==> config.mk <==
export PLATFORM = sky130hd
export DESIGN_NAME = mux_serializer_flat
export DESIGN_NICKNAME = d
export VERILOG_FILES = /design/src/rtl/mux_pkg.sv /design/src/rtl/mux_serializer_if.sv /design/src/rtl/mux_n.sv /design/src/rtl/mux_serializer.sv /design/src/flat_wrapper.sv
export SDC_FILE = /design/constraint.sdc
export NUM_CORES = 1
export LEC_CHECK = 0
export BUFFER_PORTS_ARGS = -buffer_cell sky130_fd_sc_hd__buf_2
export CAP_MARGIN = 40
export CORE_MARGIN = 5
export CORE_UTILIZATION = 56
export DETAILED_ROUTE_END_ITERATION = 12
export PLACE_DENSITY = 0.85
export REMOVE_ABC_BUFFERS = 1
export SLEW_MARGIN = 5
export SYNTH_ARGS = -nofsm -noshare
export SYNTH_HDL_FRONTEND = slang
export SYNTH_SLANG_ARGS = --single-unit
export TNS_END_PERCENT = 1
==> constraint.sdc <==
create_clock -name clk -period 4.8 [get_ports clk]
set_clock_uncertainty 0.1 [all_clocks]
set_input_delay 0.96 -clock clk [delete_from_list [all_inputs] [get_ports clk]]
set_output_delay 0.96 -clock clk [all_outputs]
set_load 0.02 [all_outputs]
==> src/rtl/mux_pkg.sv <==
// Shared types for the N-to-1 mux serializer: FSM state encoding and default width.
// No latency or backpressure; this package holds declarations only.
package mux_pkg;

    localparam int MUX_N = 8;

    typedef enum logic [1:0] {
        IDLE,
        SHIFT,
        PARITY
    } state_t;

endpackage

==> src/rtl/mux_serializer_if.sv <==
// Parallel-in / serial-out bundle: master drives the word, slave (serializer) drives the stream.
// din_ready throttles the master; the serial side has no backpressure.
interface mux_serializer_if
    import mux_pkg::*;
#(
    parameter int N = MUX_N
);
    localparam int SELW = $clog2(N);

    logic [N-1:0]    din;
    logic            din_valid;
    logic            din_ready;
    logic [SELW-1:0] sel;
    logic            sout;
    logic            sout_valid;
    logic            frame_start;
    logic            frame_done;

    modport master (
        output din, din_valid,
        input  din_ready, sel, sout, sout_valid, frame_start, frame_done
    );

    modport slave (
        input  din, din_valid,
        output din_ready, sel, sout, sout_valid, frame_start, frame_done
    );

endinterface

==> src/rtl/mux_n.sv <==
// Combinational N-to-1 bit mux; zero latency, no handshake.
// Select values beyond N-1 (non-power-of-two N) yield 0 rather than X.
module mux_n #(
    parameter int N    = 8,
    parameter int SELW = $clog2(N)
) (
    input  logic [N-1:0]    din,
    input  logic [SELW-1:0] sel,
    output logic            dout
);

    always_comb begin
        dout = 1'b0;
        if (32'(sel) < N) begin
            dout = din[sel];
        end
    end

endmodule

==> src/rtl/mux_serializer.sv <==
// Serializes an N-bit word LSB first, exporting sel for an external lock-step mux; bit 0 appears one edge after transfer.
// din_ready is high only in IDLE and the final bit cycle; optional even-parity bit under PARITY_EN.
module mux_serializer
    import mux_pkg::*;
#(
    parameter int N = MUX_N
) (
    input  logic              clk,
    input  logic              rst_n,
    mux_serializer_if.slave   bus
);

    localparam int              SELW = $clog2(N);
    localparam logic [SELW-1:0] LAST = SELW'(N - 1);

    state_t          state_q, state_d;
    logic [SELW-1:0] cnt_q, cnt_d;
    logic [N-1:0]    word_q, word_d;
    logic            sout_q, sout_d;
    logic            sout_valid_q, sout_valid_d;
    logic            frame_start_q, frame_start_d;
    logic            frame_done_q, frame_done_d;

    logic            final_bit;
    logic            din_ready;
    logic            take;
    logic            mux_bit;

    // The cycle in which the last bit of the frame is on sout; a new word may land here.
    always_comb begin
`ifdef PARITY_EN
        final_bit = (state_q == PARITY);
`else
        final_bit = (state_q == SHIFT) && (cnt_q == LAST);
`endif
    end

    assign din_ready = (state_q == IDLE) || final_bit;
    assign take      = bus.din_valid && din_ready;

    always_comb begin
        state_d = state_q;
        cnt_d   = cnt_q;
        word_d  = word_q;

        unique case (state_q)
            IDLE: begin
                cnt_d = '0;
            end
            SHIFT: begin
                if (cnt_q != LAST) begin
                    cnt_d = cnt_q + 1'b1;
                end else begin
`ifdef PARITY_EN
                    state_d = PARITY;
`else
                    state_d = IDLE;
                    cnt_d   = '0;
`endif
                end
            end
`ifdef PARITY_EN
            PARITY: begin
                state_d = IDLE;
                cnt_d   = '0;
            end
`endif
            default: begin
                state_d = IDLE;
                cnt_d   = '0;
            end
        endcase

        // A transfer always restarts at bit 0, which also gives back-to-back frames with no gap.
        if (take) begin
            state_d = SHIFT;
            cnt_d   = '0;
            word_d  = bus.din;
        end
    end

    mux_n #(
        .N    (N),
        .SELW (SELW)
    ) u_mux_n (
        .din  (word_d),
        .sel  (cnt_d),
        .dout (mux_bit)
    );

    // Outputs are precomputed from the next state so they line up with sel after the edge.
    always_comb begin
        sout_d        = 1'b0;
        sout_valid_d  = (state_d != IDLE);
        frame_start_d = take;
        frame_done_d  = 1'b0;

        unique case (state_d)
            SHIFT:   sout_d = mux_bit;
            PARITY:  sout_d = ^word_d;
            default: sout_d = 1'b0;
        endcase

`ifdef PARITY_EN
        frame_done_d = (state_d == PARITY);
`else
        frame_done_d = (state_d == SHIFT) && (cnt_d == LAST);
`endif
    end

    always_ff @(posedge clk or negedge rst_n) begin
        if (!rst_n) begin
            state_q       <= IDLE;
            cnt_q         <= '0;
            word_q        <= '0;
            sout_q        <= 1'b0;
            sout_valid_q  <= 1'b0;
            frame_start_q <= 1'b0;
            frame_done_q  <= 1'b0;
        end else begin
            state_q       <= state_d;
            cnt_q         <= cnt_d;
            word_q        <= word_d;
            sout_q        <= sout_d;
            sout_valid_q  <= sout_valid_d;
            frame_start_q <= frame_start_d;
            frame_done_q  <= frame_done_d;
        end
    end

    assign bus.din_ready   = din_ready;
    assign bus.sel         = cnt_q;
    assign bus.sout        = sout_q;
    assign bus.sout_valid  = sout_valid_q;
    assign bus.frame_start = frame_start_q;
    assign bus.frame_done  = frame_done_q;

endmodule
==> src/flat_wrapper.sv <==
// flat-port wrapper written by rule: the top's interface ports become plain ports
module mux_serializer_flat import mux_pkg::*;
#(
    parameter int N = MUX_N
)
  (clk, rst_n, bus_din, bus_din_valid, bus_din_ready, bus_sel, bus_sout, bus_sout_valid, bus_frame_start, bus_frame_done);
  mux_serializer_if #(.N(N)) bus_i ();
  input  logic clk;
  input  logic rst_n;
  input wire logic [$bits(bus_i.din)-1:0] bus_din;
  input wire logic [$bits(bus_i.din_valid)-1:0] bus_din_valid;
  output wire logic [$bits(bus_i.din_ready)-1:0] bus_din_ready;
  output wire logic [$bits(bus_i.sel)-1:0] bus_sel;
  output wire logic [$bits(bus_i.sout)-1:0] bus_sout;
  output wire logic [$bits(bus_i.sout_valid)-1:0] bus_sout_valid;
  output wire logic [$bits(bus_i.frame_start)-1:0] bus_frame_start;
  output wire logic [$bits(bus_i.frame_done)-1:0] bus_frame_done;
  assign bus_i.din = bus_din;
  assign bus_i.din_valid = bus_din_valid;
  assign bus_din_ready = bus_i.din_ready;
  assign bus_sel = bus_i.sel;
  assign bus_sout = bus_i.sout;
  assign bus_sout_valid = bus_i.sout_valid;
  assign bus_frame_start = bus_i.frame_start;
  assign bus_frame_done = bus_i.frame_done;
  mux_serializer #(.N(N)) u_core (.clk(clk), .rst_n(rst_n), .bus(bus_i));
endmodule
==> metrics.md, run 1 <==
| Metric | Value |
|---|---|
| Syn avg cell area | 9.903 um^2 |
| # hold bufs at CTS | 0 |
| Die Ht | 50.77 um |
| TritonCTS clock tree | done |
| Slew Viols, Final | 0 |
| Count of final hold-check violations | 0 |
| Post-synth EDFFs | 0 |
| CP arrival | 1.79 ns |
| CTS clk-pin slew, worst paths | 0.09 ns |
| Via count | 703 |
| Top Ports | 19 |
| Clock power share | 22.1% |
| Worst hold path class | reg -> reg |
| Net Switching | 0.1039 mW |
| Synthesis Warnings | 0 |
| Worst reg-to-reg setup slack | 2.39 ns |
| Synthesized area | 930.9 um^2 |
| CP Launch Type | register |
| First-pass GRT wire length | 2967 um |
| Fraction of registers with async set/reset | 100.0% |
| Inserted Clock Buffers | 3 |
| # nets final | 134 |
| DIE WIDTH | 50.77 um |
| Dominant synthesized flop cell | dfrtp_1 |
| Data required time of the critical path | 3.74 ns |
| Multi-input combinational cell area | 483.0 um^2 |
| GP Congestion | 0.8407 |
| Total grt overflow | 0 |
| Sw Share | 30.45% |
| Part of the power in combinational logic | 27.6% |
| Post-detail-place hpwl | 1381 um |
| Cells after synthesis | 94 |
| Final Cycle Share | 59.43% |
| Tmin final | 2.853 ns |
| WL per Instance | 12.83 um |
| Clock Root Buffer | clkbuf_4 |
| Internal cell power | 0.2372 mW |
| Initial antenna violation count | 0 |
| DRT Pass-1 Iters | 4 |
| Post-CTS sizing | 0 |
| Outcome | finished, final reports clean |
| Most common cell after layout, fill and taps aside | nand2_1 |
| Largest fanout on the critical path | 5 |
| Core Area | 1541 um^2 |
| Synth unique cells | 24 |
| Cell area after placement | 1041 um^2 |
| Postcts setup bufs | 0 |
| ANT cells | 0 |
| # DRC | 0 |
| DRT iter0 DRCs | 14 |
| Critical path's largest stage delay | 0.46 ns |
| Synth-to-Final Area Change | 14.65% |
| Fill cells | 132 |
| Total Routed Length | 1706 um |
| CP delay by family, top | flip-flops |
| CTS max path bufs | 2 |
| Vias in the first global route | 699 |
| Leakage | 0.5785 nW |
| GRT Util Overall | 15.34% |
| Sequential cell area | 425.4 um^2 |
| Most frequent cells in the layout | 27 x nand2_1, 18 x buf_2, 17 x dfrtp_1 |
| FP Rows | 14 |
| Max-cap violations | 0 |
| Port bufs | 18 |
| WP buf/inv | 1 |
| CTS Sinks | 17 |
| Fin area | 1067 um^2 |
| RSZ-0062 raised after global routing | false |
| Count of final setup violators | 0 |
| Seq/Total Area, Yosys | 45.70% |
| Dpl cells | 129 |
| Routed vias/inst | 5.286 |
| Antenna Nets Post-Route | 0 |
| FF+latch count, synth | 17 |
| Die area | 2578 um^2 |
| Setup TNS | 0 ns |
| CP max stage cell | dfrtp_1 |
| Clk Latency, worst-skew pair | 0.28 ns |
| Worst VDD drop | 0.0002232 V |
| Class of the most critical setup path | reg -> out |
| H-tree Lvls | 1 |
| Max Clk Rate | 350.6 MHz |
| Worst path cell trace | ha_1, ha_1, and2b_2, nor2_1, buf_2 |
| Share of cells above drive strength 1 | 23.93% |
| Largest net degree at the start of global routing | 18 |
| Power Dens Cells | 319.6 nW/um^2 |
| Critical path endpoint category | output port |
| CP most frequent cell | ha_1 |
| Initial core utilization | 60.39% |
| Layout Cells excl Fill | 133 |
| Sequential share of power | 50.3% |
==> logic make-up (layout without fill, tap and decap cells) <==
group / after synthesis / in the layout / share of synthesized area (%)
adder cells (fa/ha/maj): 5 / 5 / 6.720
other: 2 / 4 / 0.8068
AND/OR/NAND/NOR: 39 / 39 / 20.70
buffers and inverters: 7 / 28 / 3.226
XOR/XNOR: 14 / 14 / 13.17
flip-flops: 17 / 17 / 45.70
multiplexers: 2 / 2 / 2.151
AO/OA/AOI/OAI: 8 / 8 / 7.527
==> through the flow <==
step | power [mW] | hold slack, ns | setup WS [ns] | util [%]
detailed placement | 0.2691 | 0.4171 | 2.266 | 67.53
floorplan | 0.2437 | 0.3788 | 2.200 | -
global route | 0.3633 | 0.4810 | 1.810 | 69.24
CTS | 0.3430 | 0.4416 | 1.939 | 69.24
global placement | 0.2648 | 0.4096 | 2.334 | 67.53
finish | 0.3411 | 0.4347 | 1.947 | 69.24
==> power by group through the flow <==
| stage | sequential (mW) | combinational, mW | clock (mW) |
|---|---|---|---|
| after detailed placement | 0.174 | 0.0947 | 0 |
| after CTS | 0.171 | 0.0950 | 0.0766 |
| after global placement | 0.174 | 0.0913 | 0 |
| after global routing | 0.174 | 0.105 | 0.0847 |
| final | 0.171 | 0.0940 | 0.0755 |
| after floorplan | 0.177 | 0.0670 | 0 |
==> metal layers <==
metal / wire (um) / share of wire (%) / up-vias / global-route usage, %
met5: 0 / 0 / - / 0
met4: 38 / 2.2 / 0 / 8.936
met3: 103 / 6.0 / 4 / 2.959
met2: 839 / 49 / 17 / 25.83
met1: 725 / 42 / 332 / 17.83
li1: - / - / 350 / -
==> sequential cells by signal, summed over array words and instances (netlist names) <==
register,count
u_core.bus.sel,3
u_core.state_q,2
u_core.bus.frame_start,1
u_core.bus.frame_done,1
u_core.bus.sout,1
u_core.word_q,8
u_core.bus.sout_valid,1
==> worst register-to-register path: stages, from the launching register on <==
cell and delay [ns]:
dfrtp_1 0.46, ha_1 0.18, ha_1 0.26, and2b_2 0.26
nor2_1 0.15, nand2_2 0.16, inv_1 0.32, a21o_1 0.18
o221ai_1 0.10, a31oi_1 0.17
==> path summary, 6_finish.rpt <==
check / from / endpoint / cells after the start
hold reg to reg: u_core.word_q[7] / u_core.word_q[7] / 2
setup reg to reg: u_core.bus.sel[0] / u_core.bus.sout / 9
max in group asynchronous: rst_n / u_core.word_q[6] / 1
min in group asynchronous: rst_n / u_core.bus.sout / 1
hold / removal: u_core.word_q[7] / u_core.word_q[7] / 2
setup / recovery: u_core.bus.sel[0] / bus_din_ready / 5
==> Yosys cell counts (2+ instances only) <==
master    instances  area share, %
xor2_1            2            1.9
o221ai_1          2            1.9
nor2_1            2           0.81
and2b_2           2            1.9
conb_1            2           0.81
inv_1             6            2.4
nand3_1           3            1.6
dfrtp_1          17             46
ha_1              5            6.7
nand2_1          27             11
mux2i_1           2            2.2
xnor2_1          12             11
==> area by class of cell <==
class                   instances  share of cell area (%)
repair buffers                 18                   8.441
inverters                       6                   2.110
well taps                      16                   1.876
multi-input cells              72                   45.25
flip-flops and latches         17                   39.86
clock buffers                   4                   2.462
(Power assumes the default switching activity.)
==> run 2: changes to the inputs <==
--- a/config.mk
+++ b/config.mk
@@ -8,9 +8,9 @@
 export BUFFER_PORTS_ARGS = -buffer_cell sky130_fd_sc_hd__buf_2
 export CAP_MARGIN = 40
 export CORE_MARGIN = 5
-export CORE_UTILIZATION = 56
+export CORE_UTILIZATION = 47
 export DETAILED_ROUTE_END_ITERATION = 12
-export PLACE_DENSITY = 0.85
+export PLACE_DENSITY = 0.77
 export REMOVE_ABC_BUFFERS = 1
 export SLEW_MARGIN = 5
 export SYNTH_ARGS = -nofsm -noshare
==> constraint.sdc (replaced) <==
create_clock -name clk -period 2.4 [get_ports clk]
set_clock_uncertainty 0.1 [all_clocks]
set_input_delay 0.48 -clock clk [delete_from_list [all_inputs] [get_ports clk]]
set_output_delay 0.48 -clock clk [all_outputs]
set_load 0.02 [all_outputs]
==> metrics.md, run 2 (same netlist as run 1, synthesis figures left out) <==
| Metric | Value |
|---|---|
| Outcome | finished, final reports clean |
| CTS Sinks | 17 |
| Core Area | 1922 um^2 |
| Clk Latency, worst-skew pair | 0.28 ns |
| DRT iter0 DRCs | 14 |
| Clock Root Buffer | clkbuf_4 |
| Power Dens Cells | 620.4 nW/um^2 |
| Inserted Clock Buffers | 3 |
| Initial antenna violation count | 0 |
| Slew Viols, Final | 0 |
| Largest Register | u_core.word_q |
| Worst reg-to-reg setup slack | 0.21 ns |
| Vias in the first global route | 718 |
| Post-detail-place hpwl | 1345 um |
| Largest fanout on the critical path | 5 |
| CP Launch Type | register |
| Critical path endpoint category | output port |
| Most common cell after layout, fill and taps aside | nand2_1 |
| Class of the most critical setup path | reg -> out |
| CP arrival | 1.71 ns |
| Initial core utilization | 48.44% |
| Multi-input combinational cell area | 485.5 um^2 |
| Worst r2r src | u_core.bus.sel[0] |
| Tmin final | 2.289 ns |
| FP Rows | 16 |
| Total Routed Length | 1738 um |
| Antenna Nets Post-Route | 0 |
| CTS max path bufs | 2 |
| Data required time of the critical path | 1.82 ns |
| WP buf/inv | 1 |
| Via count | 687 |
| Most frequent cells in the layout | 27 x nand2_1, 18 x buf_2, 16 x dfrtp_1 |
| Synth-to-Final Area Change | 18.95% |
| Routed vias/inst | 4.673 |
| Worst VDD drop | 0.0004210 V |
| CP max stage cell | dfrtp_2 |
| GRT Util Overall | 15.32% |
| CP delay by family, top | flip-flops |
| Sequential cell area | 426.7 um^2 |
| # nets final | 137 |
| Max Clk Rate | 436.9 MHz |
| First-pass GRT wire length | 3187 um |
| Final Cycle Share | 95.37% |
| GP Congestion | 0.8201 |
| Port bufs | 18 |
| Setup TNS | 0 ns |
| TritonCTS clock tree | done |
| Largest net degree at the start of global routing | 18 |
| ANT cells | 0 |
| Max-cap violations | 0 |
| Fill cells | 180 |
| Die area | 2971 um^2 |
| Die Ht | 54.51 um |
| Postcts setup bufs | 0 |
| DRT Pass-1 Iters | 4 |
| R2R cell count | 7 |
| Share of cells above drive strength 1 | 27.50% |
| Total grt overflow | 0 |
| DIE WIDTH | 54.51 um |
| RSZ-0062 raised after global routing | false |
| H-tree Lvls | 1 |
| Worst path cell trace | ha_1, ha_2, and2b_2, nor2_1, buf_2 |
| Worst flop-to-flop path endpoint | u_core.bus.sout |
| Final Worst Setup Slack | 0.1112 ns |
| Top Ports | 19 |
| Worst hold margin | 0.0005143 ns |
| Largest register FFs | 8 |
| # DRC | 0 |
| CTS clk-pin slew, worst paths | 0.10 ns |
| Setup WS pre-CTS | 0.09635 ns |
| Critical path's largest stage delay | 0.43 ns |
| Count of final setup violators | 0 |
| Worst hold path class | in -> async |
| Count of final hold-check violations | 0 |
| WL per Instance | 11.82 um |
| Leakage | 0.5881 nW |
## run 2: changes by cell type in the layout (fill, tap and decap cells not counted), sizes merged
cell  before  now
buf       18   21
## run 2: where the power goes
part           switching (mW)  internal, mW  total, mW
Combinational          0.0933        0.0963      0.190
Clock                  0.0897        0.0645      0.154
Sequential             0.0260         0.317      0.343
## run 2: worst reg2reg max path: cells and delay by family (launching register included)
| family | cells | cell delay, ns |
|---|---|---|
| compound gates | 3 | 0.56 |
| flops | 1 | 0.46 |
| fa+ha+maj | 2 | 0.42 |
| simple gates | 1 | 0.40 |
| mux | 1 | 0.17 |
## run 2: worst max-delay path by stage
stage / slack [ns] / cells past startpoint / end / start
2_1_floorplan: -0.15 / 9 / u_core.bus.sout / u_core.bus.sel[0]
3_3_place_gp: 0.23 / 7 / u_core.bus.sout / u_core.bus.sel[0]
4_1_cts: 0.05 / 5 / bus_din_ready / u_core.bus.sel[0]
5_1_grt: 0.01 / 5 / bus_din_ready / u_core.bus.sel[0]
6_report: 0.11 / 5 / bus_din_ready / u_core.bus.sel[0]
3_5_place_dp: 0.1 / 7 / u_core.bus.sout / u_core.bus.sel[0]
## run 2: area by class of cell
cell class                      instances  area share [%]
Multi-Input combinational cell         72           43.84
Sequential cell                        17           38.53
Timing Repair Buffer                   21           10.17
Tap cell                               27           3.051
Clock buffer                            4           2.373
Inverter                                6           2.034
## run 2: what timing repair did
item / CTS / global route
gates resized for setup: 1 / 1
pin swaps: 0 / 1
gates cloned: 0 / 0
setup endpoints to repair: 1 / 2
hold buffers: 0 / 0
## run 2: per-stage QoR
stage / cells / total power [mW] / area (um^2) / utilization (%)
6_report: 147 / 0.6870 / 1107 / 57.62
3_5_place_dp: 143 / 0.5406 / 1077 / 56.05
5_1_grt: 147 / 0.7351 / 1107 / 57.62
3_3_place_gp: 143 / 0.5345 / 1077 / 56.05
2_1_floorplan: 95 / 0.4873 / 930.9 / -
4_1_cts: 147 / 0.6972 / 1105 / 57.49
## run 2: layer usage
metal / routed length (um) / global-route usage, % / vias up
met5: 0 / 0 / -
met4: 23 / 8.714 / 0
met3: 94 / 1.635 / 2
met2: 851 / 25.10 / 16
met1: 769 / 19.46 / 317
li1: - / - / 352
==> run 3: changes to the inputs <==
--- a/config.mk
+++ b/config.mk
@@ -10,8 +10,10 @@
 export CORE_MARGIN = 5
 export CORE_UTILIZATION = 47
 export DETAILED_ROUTE_END_ITERATION = 12
-export PLACE_DENSITY = 0.77
+export PLACE_DENSITY_LB_ADDON = 0.1
 export REMOVE_ABC_BUFFERS = 1
+export SETUP_SLACK_MARGIN = 0.2
+export SKIP_CTS_REPAIR_TIMING = 1
 export SLEW_MARGIN = 5
 export SYNTH_ARGS = -nofsm -noshare
 export SYNTH_HDL_FRONTEND = slang
==> metrics.md, run 3 (same netlist as run 1, synthesis figures left out) <==
| Metric | Value |
|---|---|
| Largest net degree at the start of global routing | 18 |
| Core Util, Final | 59.18% |
| Post-detail-place hpwl | 1362 um |
| Final Cycle Share | 89.16% |
| Share of cells above drive strength 1 | 29.51% |
| Count of final setup violators | 0 |
| Total Routed Length | 1734 um |
| CTS Sinks | 17 |
| Largest register FFs | 8 |
| Worst hold path class | in -> async |
| Core Area | 1922 um^2 |
| Most frequent cells in the layout | 27 x nand2_1, 17 x buf_2, 16 x dfrtp_1 |
| Max-cap violations | 0 |
| Tmin final | 2.140 ns |
| # nets final | 139 |
| Synth-to-Final Area Change | 22.18% |
| Net Switching | 0.2071 mW |
| ANT cells | 0 |
| CP Launch Type | register |
| Count of final hold-check violations | 12 |
| Data required time of the critical path | 1.82 ns |
| Power Dens Cells | 604.6 nW/um^2 |
| Met3 wire length | 85 um |
| Most common cell after layout, fill and taps aside | nand2_1 |
| Total grt overflow | 0 |
| Wl on met1 | 767 um |
| Inserted Clock Buffers | 3 |
| GRT Util Overall | 14.08% |
| DRT Pass-1 Iters | 4 |
| Vias in the first global route | 667 |
| # DRC | 0 |
| Final Worst Setup Slack | 0.2601 ns |
| CTS max path bufs | 2 |
| Antenna Nets Post-Route | 0 |
| Port bufs | 18 |
| GP Congestion | 0.7825 |
| Top Ports | 19 |
| DRT iter0 DRCs | 6 |
| FP Rows | 16 |
| Max Clk Rate | 467.3 MHz |
| Via count | 693 |
| Worst hold margin | -0.007206 ns |
| Layout Cells excl Fill | 149 |
| Clock power share | 22.1% |
| Setup WS pre-CTS | 0.1038 ns |
| Overall power | 0.6877 mW |
| RSZ-0062 raised after global routing | true |
| Sequential share of power | 50.1% |
| TritonCTS clock tree | done |
| First-pass GRT wire length | 2884 um |
| Clk Latency, worst-skew pair | 0.29 ns |
| Slew Viols, Final | 0 |
| WL per Instance | 11.64 um |
| Largest fanout on the critical path | 5 |
| Clock Root Buffer | clkbuf_4 |
| Die area | 2971 um^2 |
| Internal cell power | 0.4806 mW |
| Worst VDD drop | 0.0002980 V |
| CTS clk-pin slew, worst paths | 0.10 ns |
| Die Ht | 54.51 um |
| Initial core utilization | 48.44% |
| Critical path endpoint category | output port |
| Sw Share | 30.11% |
| Uppermost layer routed | met4 |
| Class of the most critical setup path | reg -> out |
| DIE WIDTH | 54.51 um |
| Initial antenna violation count | 0 |
| Violated checks | hold timing |
| CP arrival | 1.56 ns |
| Met2 wire len | 848 um |
| Dpl cells | 143 |
| Routed vias/inst | 4.651 |
| Outcome | complete, but fails checks |
| Leakage | 0.5994 nW |
| Part of the power in combinational logic | 27.8% |
| H-tree Lvls | 1 |
| Largest Register | u_core.word_q |
[run 3: changes by cell type in the layout (fill, tap and decap cells not counted)]
cell,change
ha_4,+1
buf_2,-1
nor2_2,+1
nor2_1,-1
ha_2,-1
buf_4,+3
[run 3: power groups by stage]
stage / logic (mW) / registers (mW) / clock network, mW
6_report: 0.191 / 0.344 / 0.152
5_1_grt: 0.214 / 0.348 / 0.173
4_1_cts: 0.191 / 0.345 / 0.165
3_5_place_dp: 0.190 / 0.350 / 0
3_3_place_gp: 0.187 / 0.350 / 0
2_1_floorplan: 0.134 / 0.353 / 0
[run 3: worst max-delay path: stages, from the launching register on]
cell,delay (ns)
dfrtp_2,0.43
ha_1,0.23
ha_4,0.19
and2b_2,0.22
nor2_2,0.04
buf_4,0.16
[run 3: layer usage]
layer  track usage [%]  up-vias
met5                 0        -
met4             9.129        0
li1                  -      360
met2             23.31       15
met3             2.452        4
met1             16.64      314
[run 3: final timing paths]
kind	startpoint	to	slack, ns	cells after the start
max	u_core.bus.sel[0]	bus_din_ready	0.26	5
min	rst_n	u_core.state_q[1]	-0.007	1
max reg2reg	u_core.bus.sel[0]	u_core.bus.sout	0.31	7
min reg2reg	u_core.word_q[2]	u_core.word_q[2]	0.43	2
max in group asynchronous	rst_n	u_core.bus.sel[0]	1.92	1
min in group clk	bus_din[5]	u_core.word_q[5]	0.30	3
[run 3: layout make-up]
type,count,area (um^2)
multi-input combinational,72,498.0
inverter,6,22.52
fill,197,784.5
clock buffer,4,26.28
timing repair buffer,23,130.1
sequential,17,426.7
tap,27,33.78
[run 3: per-stage QoR]
stage               setup TNS [ns]  instance area [um^2]
finish                           0                  1137
CTS                              0                  1104
floorplan                  -0.1536                 930.9
global route                     0                  1137
detailed placement               0                  1077
global placement                 0                  1077
